**config.mk**
```make
export PLATFORM = sky130hd
export DESIGN_NAME = wasm_loader
export DESIGN_NICKNAME = d
export VERILOG_FILES = /design/src/rtl/wasm_loader_pkg.sv /design/src/rtl/wasm_loader.sv
export SDC_FILE = /design/constraint.sdc
export NUM_CORES = 1
export LEC_CHECK = 0
export CAP_MARGIN = 40
export CORE_MARGIN = 5
export CORE_UTILIZATION = 45
export CTS_BUF_LIST = sky130_fd_sc_hd__clkbuf_8
export DETAILED_ROUTE_END_ITERATION = 8
export PLACE_DENSITY = 0.66
export SLEW_MARGIN = 10
export SYNTH_ARGS = -nofsm -noshare
export SYNTH_HDL_FRONTEND = slang
export SYNTH_SLANG_ARGS = --single-unit
```
**constraint.sdc**
```tcl
create_clock -name clk -period 3.2 [get_ports clk]
set_clock_uncertainty 0.1 [all_clocks]
set_input_delay 0.64 -clock clk [delete_from_list [all_inputs] [get_ports clk]]
set_output_delay 0.64 -clock clk [all_outputs]
set_load 0.01 [all_outputs]
```
**src/rtl/wasm_loader_pkg.sv**
```systemverilog
// Shared types for the wasm_loader program-image streamer.
// Build option: WASM_LOADER_CHECKSUM_EN adds the XOR trailer check.
package wasm_loader_pkg;

    typedef enum logic [2:0] {
        ST_IDLE,
        ST_HDR,
        ST_LOAD,
        ST_CSUM,
        ST_DONE,
        ST_ERR
    } state_t;

    localparam int HDR_LEN = 5;

    typedef enum logic [2:0] {
        CAUSE_NONE,
        CAUSE_LEN_ZERO,
        CAUSE_LEN_OVER,
        CAUSE_PC_RANGE,
        CAUSE_CSUM_BAD
    } err_cause_t;

    function automatic err_cause_t hdr_check(
        input logic [15:0] len,
        input logic [15:0] pc,
        input int          mem_size
    );
        logic [31:0] len32;
        len32 = {16'h0000, len};
        if (len == 16'd0)
            return CAUSE_LEN_ZERO;
        else if (len32 > 32'(mem_size))
            return CAUSE_LEN_OVER;
        else if (pc >= len)
            return CAUSE_PC_RANGE;
        else
            return CAUSE_NONE;
    endfunction

endpackage

```
**src/rtl/wasm_loader.sv**
```systemverilog
// Streams a header+code image from a host byte channel into program RAM,
// then releases the core. Option: WASM_LOADER_CHECKSUM_EN (XOR trailer).
module wasm_loader
    import wasm_loader_pkg::*;
#(
    parameter int MEM_ADDR    = 6,
    parameter int STACK_DEPTH = 7
) (
    input  logic                   clk,
    input  logic                   reset,
    input  logic                   start,
    input  logic [7:0]             in_data,
    input  logic                   in_valid,
    output logic                   in_ready,
    output logic                   wr_en,
    output logic [MEM_ADDR:0]      wr_addr,
    output logic [7:0]             wr_data,
    output logic [MEM_ADDR:0]      upper_bound,
    output logic [MEM_ADDR:0]      pc,
    output logic [STACK_DEPTH:0]   index,
    output logic                   core_reset,
    output logic                   done,
    output logic                   error
);

    localparam int AW       = MEM_ADDR + 1;
    localparam int SW       = STACK_DEPTH + 1;
    localparam int MEM_SIZE = 1 << AW;

    state_t             r_state;
    state_t             w_next;
    logic [15:0]        r_cnt;
    logic [15:0]        r_len;
    logic [15:0]        r_pc_hdr;
    logic [MEM_ADDR:0]  r_pc;
    logic [MEM_ADDR:0]  r_ub;
    logic [STACK_DEPTH:0] r_index;
    logic               r_wr_en;
    logic [MEM_ADDR:0]  r_wr_addr;
    logic [7:0]         r_wr_data;
`ifdef WASM_LOADER_CHECKSUM_EN
    logic [7:0]         r_csum;
`endif

    logic       w_in_ready;
    logic       w_accept;
    logic       w_hdr_last;
    logic       w_code_last;
    err_cause_t w_cause;

    assign w_hdr_last  = (r_cnt == 16'(HDR_LEN - 1));
    assign w_code_last = (r_cnt == r_len - 16'd1);
    assign w_cause     = hdr_check(r_len, r_pc_hdr, MEM_SIZE);

    always_ff @(posedge clk or negedge reset) begin
        if (!reset)
            r_state <= ST_IDLE;
        else
            r_state <= w_next;
    end

    always_comb begin
        w_next     = r_state;
        w_in_ready = 1'b0;
        case (r_state)
            ST_HDR, ST_LOAD, ST_CSUM: w_in_ready = 1'b1;
            default:                  w_in_ready = 1'b0;
        endcase
        // a restart wins over any byte offered in the same cycle
        if (start)
            w_in_ready = 1'b0;
        w_accept = w_in_ready & in_valid;
        case (r_state)
            ST_HDR: begin
                if (w_accept && w_hdr_last)
                    w_next = (w_cause == CAUSE_NONE) ? ST_LOAD : ST_ERR;
            end
            ST_LOAD: begin
                if (w_accept && w_code_last) begin
`ifdef WASM_LOADER_CHECKSUM_EN
                    w_next = ST_CSUM;
`else
                    w_next = ST_DONE;
`endif
                end
            end
`ifdef WASM_LOADER_CHECKSUM_EN
            ST_CSUM: begin
                if (w_accept)
                    w_next = (in_data == r_csum) ? ST_DONE : ST_ERR;
            end
`endif
            default: ;
        endcase
        if (start)
            w_next = ST_HDR;
    end

    always_ff @(posedge clk or negedge reset) begin
        if (!reset) begin
            r_cnt     <= '0;
            r_len     <= '0;
            r_pc_hdr  <= '0;
            r_pc      <= '0;
            r_ub      <= '0;
            r_index   <= '0;
            r_wr_en   <= 1'b0;
            r_wr_addr <= '0;
            r_wr_data <= '0;
`ifdef WASM_LOADER_CHECKSUM_EN
            r_csum    <= '0;
`endif
        end else begin
            r_wr_en <= 1'b0;
            if (start) begin
                r_cnt  <= '0;
`ifdef WASM_LOADER_CHECKSUM_EN
                r_csum <= '0;
`endif
            end else if (w_accept && r_state == ST_HDR) begin
                case (r_cnt[2:0])
                    3'd0:    r_len[7:0]     <= in_data;
                    3'd1:    r_len[15:8]    <= in_data;
                    3'd2:    r_pc_hdr[7:0]  <= in_data;
                    3'd3:    r_pc_hdr[15:8] <= in_data;
                    default: ;
                endcase
                if (w_hdr_last) begin
                    r_cnt <= '0;
                    if (w_cause == CAUSE_NONE) begin
                        r_pc    <= AW'(r_pc_hdr);
                        r_ub    <= AW'(r_len - 16'd1);
                        r_index <= SW'(in_data);
                    end
                end else begin
                    r_cnt <= r_cnt + 16'd1;
                end
            end else if (w_accept && r_state == ST_LOAD) begin
                r_wr_en   <= 1'b1;
                r_wr_addr <= AW'(r_cnt);
                r_wr_data <= in_data;
                r_cnt     <= r_cnt + 16'd1;
`ifdef WASM_LOADER_CHECKSUM_EN
                r_csum    <= r_csum ^ in_data;
`endif
            end
        end
    end

    assign in_ready    = w_in_ready;
    assign wr_en       = r_wr_en;
    assign wr_addr     = r_wr_addr;
    assign wr_data     = r_wr_data;
    assign upper_bound = r_ub;
    assign pc          = r_pc;
    assign index       = r_index;
    assign done        = (r_state == ST_DONE);
    assign error       = (r_state == ST_ERR);
    // core stays held everywhere except after a clean load
    assign core_reset  = (r_state != ST_DONE);

endmodule

```
After elaboration in Yosys (flattened, before gate mapping)
Index checks and enable logic that the tools add are counted.

storage, ports and cells
  flip-flop bits (word level) = 89
  latch bits = 0
  memory bits (writable) = 0
  memory bits (read-only) = 0
  output and inout bits = 42
  memories = 0

cells by class
  add/sub/neg operators = 2
  multiply operators = 0
  divide/modulo/power cells = 0
  magnitude comparators = 2
  equal/unequal tests = 13
  shift-type cells = 0
  multiplexer cells = 17
  bitwise logic cells = 3
  reductions and logical operators = 17

operators with widths
  operator                 number
  $mux W16                 4
  $reduce_and A3 Y1        6
  $add A16 B1 Y16 const B  1
  $eq A16 B16 Y1           1
  $eq A16 B3 Y1 const B    1
  $ge A16 B16 Y1           1
  $gt A16 B8 Y1 const B    1
  $logic_not A16 Y1        1
  $sub A16 B1 Y16 const B  1
  $mux W3                  5
  $eq A3 B2 Y1 const B     4
  $ne A3 B3 Y1 const B     3
  $eq A3 B1 Y1 const B     2
  $eq A3 B3 Y1 const B     2
  $logic_not A3 Y1         2
  $pmux W3 S2              1
  $reduce_bool A3 Y1       2
  $mux W1                  5
  $logic_and A1 B1 Y1      4
  $mux W2                  2
  $reduce_and A4 Y1        1
  $reduce_or A3 Y1         1
  $not A1 Y1               2
  $and A1 B1 Y1            1

Longest topological paths before layout
Gate-level depths: netlist of run 1.

  depth in word-level cells = 9
  depth in mapped cells = 11

Worst setup path before layout of run 1
Ideal clock, no wire load.

  kind = reg-to-reg
  start = reg r_len[6]
  end = reg r_index[0] (netlist: index[0])
  library setup time = 0.125 ns
  arrival = 2.217 ns
  data required time = 2.975 ns
  slack = 0.758 ns
  cell stages (with the launch flop) = 9
  path buffers = 2
  clock period less this slack = 2.442 ns
  cell sequence = dfrtp_1 -> nor4_4 -> nand3_2 -> a2111oi_2 -> and3_1 -> and3b_1 -> buf_6 -> buf_12 -> mux2_4

on the way
  cells in the longest elaborated chain, start to end = 6

RTL lines
  what                           line                   source
  start: declaration             wasm_loader.sv:33      logic [15:0] r_len;
  start signal: assignment       wasm_loader.sv:122     3'd0: r_len[7:0] <= in_data;
  $ge A16 B16 Y1                 wasm_loader_pkg.sv:35  else if (pc >= len)
  $mux W2                        wasm_loader_pkg.sv:35
  $mux W2                        wasm_loader_pkg.sv:33  else if (len32 > 32'(mem_size))
  $mux W3 *                      wasm_loader_pkg.sv:31  if (len == 16'd0)
  $logic_not A3 Y1 *             wasm_loader.sv:130     if (w_cause == CAUSE_NONE) begin
  $reduce_and A4 Y1 (no line) *  --
  end signal: assignment         wasm_loader.sv:133     r_index <= SW'(in_data);
  end: declaration               wasm_loader.sv:37      logic [STACK_DEPTH:0] r_index;

Every way passes the cells marked *; elsewhere a longest branch is shown, timed or not.
A chain may end at the register's enable or synchronous reset.

Worst setup path in the final report of run 1
  start = reg r_len[6]
  end = reg r_index[7] (netlist: index[7])

The elaborated chain is that of the path after synthesis.

==> run_results.csv, run 1 <==
group,metric,value,unit
placement,dp_cells,600,
job,max-cap-violations,0,
route,avgViaCountPerCell,5.266,
timing,rsz0062_at_grt,"no",
power,finalPower,3526,uW
power,p_seq_frac,0.438,
synthesis,post_synth_instance_area,4652,sq um
timing,finalCritPeriodShare,0.8616,
grt,global_router_s_overall_resource_usage,0.1740,
timing,max-slew-margin-rel,0.5858,
die,die_x,111.7,um
worst_setup_path,max_stage_delay,440,ps
power,vdd_ir_drop_max,0.2323,mV
worst_setup_path,worst-path-buf-inv,1,
layout,layout-drive-gt1-share,0.1833,
clock_tree,cts-resized-gates,0,
worst_setup_path,path_max_fanout,23,
clock_tree,worstSkewPairLatency,370,ps
placement,dp_hpwl,7.659,mm
placement,placement.setup.worst_slack,187.9,ps
grt,grt_util_met3,0.03696,
synthesis,synth_top_cell_area_share,0.4788,
layout,fin_nets,509,
grt,global_route.peak_usage_layer,"met2",
grt,wire_length_of_the_first_global_routing_pass,17.28,mm
grt,grt_overflow,0,
power,power_frac_clock,0.224,
synthesis,post-synth-top-area-cell,"sky130_fd_sc_hd__dfrtp_1",
route,drt_pass1_iterations,4,
clock_tree,clk_root_buffer_cell,"sky130_fd_sc_hd__clkbuf_8",
clock_tree,post_cts_buffers,0,
worst_setup_path,critPathCaptureType,"register",
synthesis,most_frequently_used_flop_master_after_synthesis,"sky130_fd_sc_hd__dfrtp_1",
synthesis,synthesized_instance_count,416,
route,routed_wl,10.30,mm
clock_tree,clock_sinks,89,
route,first_iter_violations,204,
timing,worst_slew_pin_slew,621.3,ps
layout,flow.area_growth_from_synthesis,18.88,%
clock_tree,tritoncts.num_buffers,9,
status,run_status,"complete, no violations",
clock_tree,cts_tree,"yes",
die,floorplan.io_pins,54,
power,leakagePower,0.002535,uW
route,final_antenna_net_count,0,
grt,grt_pass1_vias,3367,
clock_tree,ctsLongestPathBuffers,2,
timing,highest_attainable_clock_frequency,362.7,MHz
synthesis,synth-edff-count,0,
die,initial_utilization,0.4568,
worst_setup_path,timing.critical_path.slowest_stage_cell,"sky130_fd_sc_hd__dfrtp_1",
worst_setup_path,worst_ep_arrival_time,2930,ps
die,die_footprint,12470,sq um
worst_setup_path,critPathRequiredTime,3370,ps
placement,place_congestion,0.8660,
worst_setup_path,worstPathCellList,"nor4_4, nand3_2, a2111oi_2, and3_1, and3b_1, buf_12, mux2_2",
grt,pin_count_of_the_biggest_net_entering_global_routing,47,
power,pwr_density_cell,637.5,nW/um^2
synthesis,yosysWarningCount,0,
placement,placement.io_buffers,53,
synthesis,ys_seq_elements,89,
timing,period_needed,2757,ps
layout,antenna-diode-count,0,
grt,grt.met2_usage,0.2762,
route,drt_drc_violations_left,0,
synthesis,synth.most_common_cell,"sky130_fd_sc_hd__dfrtp_1",
grt,initial_antenna_violation_count,0,
clock_tree,cts_hold_repair.buffers,0,
die,placeable_core_area,10180,sq um
power,power.switching_fraction,0.3533,
timing,hold_vio_cnt_final,0,
clock_tree,cts.clk_slew.worst_paths,100,ps
timing,slew_violations,0,
timing,report.final.setup_viol,0,
power,net-switching-power,1246,uW
worst_setup_path,setup.worst_path.start_class,"register",
synthesis,share_of_synthesized_registers_carrying_an_async_set_or_reset,1.000,
clock_tree,htreeDepth,3,
grt,grt_util_met1,0.2350,
route,wire_length_per_cell_after_detailed_routing,16.73,um
power,combinationalPowerShare,0.337,
worst_setup_path,cpLargestDelayFamily,"simple AND/OR/NAND/NOR gates",
synthesis,mappedNetlistNets,450,
synthesis,yosys-top-cells-area,"sky130_fd_sc_hd__dfrtp_1 (48%), sky130_fd_sc_hd__mux2_2 (9.7%), sky130_fd_sc_hd__ha_1 (5.9%), sky130_fd_sc_hd__mux2_4 (5.8%), sky130_fd_sc_hd__nand2_1 (4.2%)",
hold_path,hold_class,"in2async",
die,die_h,111.7,um
layout,post_layout_nonfiller_instances,616,
route,via_count,3244,
synthesis,yosys.cell_types.count,48,
power,cell_internal_pwr,2280,uW
synthesis,syn_area_per_cell,11.18,sq um
die,row_count,37,
worst_setup_path,worst-setup-path-type,"reg2reg",
timing,tns,0,ps
synthesis,most_frequent_cells_after_synthesis,"sky130_fd_sc_hd__dfrtp_1 (89), sky130_fd_sc_hd__nand2_1 (52), sky130_fd_sc_hd__mux2_2 (40), sky130_fd_sc_hd__nor2_1 (26), sky130_fd_sc_hd__inv_1 (24)",
synthesis,part_of_the_yosys_area_used_for_sequential_elements,0.4788,
timing,post-route-worst-setup-slack,443.0,ps
## cells by family after synthesis
family                     count (synthesis)  synth area share
DFF                                       89            0.4788
buffers and inverters                     38           0.03927
adders and majority gates                 22           0.05917
xor gates and xnor gates                  36           0.06778
AOI/OAI and AO/OA                         39           0.05864
and+or+nand+nor                          131            0.1350
muxes                                     61            0.1614
## per-stage QoR
stage | utilization | hold WS [ps] | instance area [sq um]
floorplan | - | 244.4 | 4652
global placement | 0.5233 | 360.2 | 5330
detailed placement | 0.5233 | 361.1 | 5330
CTS | 0.5430 | 180.2 | 5530
global route | 0.5430 | 206.9 | 5530
finish | 0.5430 | 168.2 | 5530
## state kept, by name, summed over array words and instances, names as in the netlist
register     count
r_state          3
pc               7
upper_bound      7
index            8
r_cnt           16
wr_data          8
r_pc_hdr        16
r_len           16
wr_en            1
wr_addr          7
## per-layer routing
layer | up-vias | part of all wire
li1 | 1557 | -
met1 | 1618 | 0.47
met2 | 59 | 0.48
met3 | 10 | 0.036
met4 | 0 | 0.015
met5 | - | 0
## layout make-up
| class | count | area, sq um |
|---|---|---|
| Clock buffer | 9 | 123.9 |
| Clock inverter | 7 | 76.32 |
| Fill cell | 919 | 4654 |
| Inverter | 26 | 97.59 |
| Multi-Input combinational cell | 289 | 2242 |
| Sequential cell | 89 | 2227 |
| Tap cell | 136 | 170.2 |
| Timing Repair Buffer | 60 | 593.1 |
## final timing paths
check,start,endpoint,slack (ps),cells past startpoint
max reg2reg,r_len[6],index[7],440,7
min in group clk,wr_data[2],wr_data[2],380,2
max in group asynchronous,reset,r_state[0],2100,2
max,r_len[6],index[7],440,7
min,reset,wr_addr[2],170,1
min reg2reg,wr_data[2],wr_data[2],380,2
## cell usage in the layout, fill, tap and decap left out, types with 2 or more instances in the layout
| master | synthesis | final |
|---|---|---|
| sky130_fd_sc_hd__nand3_1 | 10 | 10 |
| sky130_fd_sc_hd__inv_6 | 0 | 3 |
| sky130_fd_sc_hd__o31ai_1 | 2 | 2 |
| sky130_fd_sc_hd__and3_1 | 2 | 2 |
| sky130_fd_sc_hd__nand4_1 | 5 | 5 |
| sky130_fd_sc_hd__a211o_1 | 2 | 2 |
| sky130_fd_sc_hd__nand2_1 | 52 | 52 |
| sky130_fd_sc_hd__mux2_2 | 40 | 40 |
| sky130_fd_sc_hd__clkinv_1 | 2 | 2 |
| sky130_fd_sc_hd__o2111ai_1 | 3 | 3 |
| sky130_fd_sc_hd__clkbuf_8 | 0 | 9 |
| sky130_fd_sc_hd__nand2b_1 | 2 | 2 |
| sky130_fd_sc_hd__nor2_1 | 26 | 26 |
| sky130_fd_sc_hd__xor2_1 | 14 | 14 |
| sky130_fd_sc_hd__nor3b_1 | 2 | 2 |
| sky130_fd_sc_hd__a31o_2 | 2 | 2 |
| sky130_fd_sc_hd__o21ai_0 | 10 | 10 |
| sky130_fd_sc_hd__nor2b_1 | 4 | 4 |
| sky130_fd_sc_hd__mux2i_1 | 3 | 3 |
| sky130_fd_sc_hd__inv_1 | 24 | 25 |
| sky130_fd_sc_hd__xnor2_1 | 22 | 22 |
| sky130_fd_sc_hd__buf_4 | 0 | 7 |
| sky130_fd_sc_hd__mux2_4 | 18 | 18 |
| sky130_fd_sc_hd__a31oi_1 | 2 | 2 |
| sky130_fd_sc_hd__nor3_1 | 13 | 13 |
| sky130_fd_sc_hd__or3_1 | 3 | 3 |
| sky130_fd_sc_hd__ha_1 | 22 | 22 |
| sky130_fd_sc_hd__a21oi_1 | 7 | 7 |
| sky130_fd_sc_hd__clkdlybuf4s50_1 | 0 | 52 |
| sky130_fd_sc_hd__a21o_1 | 2 | 2 |
| sky130_fd_sc_hd__nor4_1 | 4 | 4 |
| sky130_fd_sc_hd__dfrtp_1 | 89 | 89 |
## power by group through the flow
stage	clock, uW	combinational [uW]	sequential (uW)
finish	791	1190	1550
CTS	815	1200	1550
global route	859	1350	1580
floorplan	0	864	1510
detailed placement	0	1190	1570
global placement	0	1150	1560
(Power assumes the default switching activity.)
==> run 2: changes to the inputs <==
--- a/config.mk
+++ b/config.mk
@@ -9,7 +9,9 @@
 export CORE_MARGIN = 5
 export CORE_UTILIZATION = 45
 export CTS_BUF_LIST = sky130_fd_sc_hd__clkbuf_8
+export CTS_CLUSTER_SIZE = 40
 export DETAILED_ROUTE_END_ITERATION = 8
+export GPL_ROUTABILITY_DRIVEN = 0
 export PLACE_DENSITY = 0.66
 export SLEW_MARGIN = 10
 export SYNTH_ARGS = -nofsm -noshare
==> results of run 2 <==
No change in the layout: final DEF, timing and power equal those of run 1.
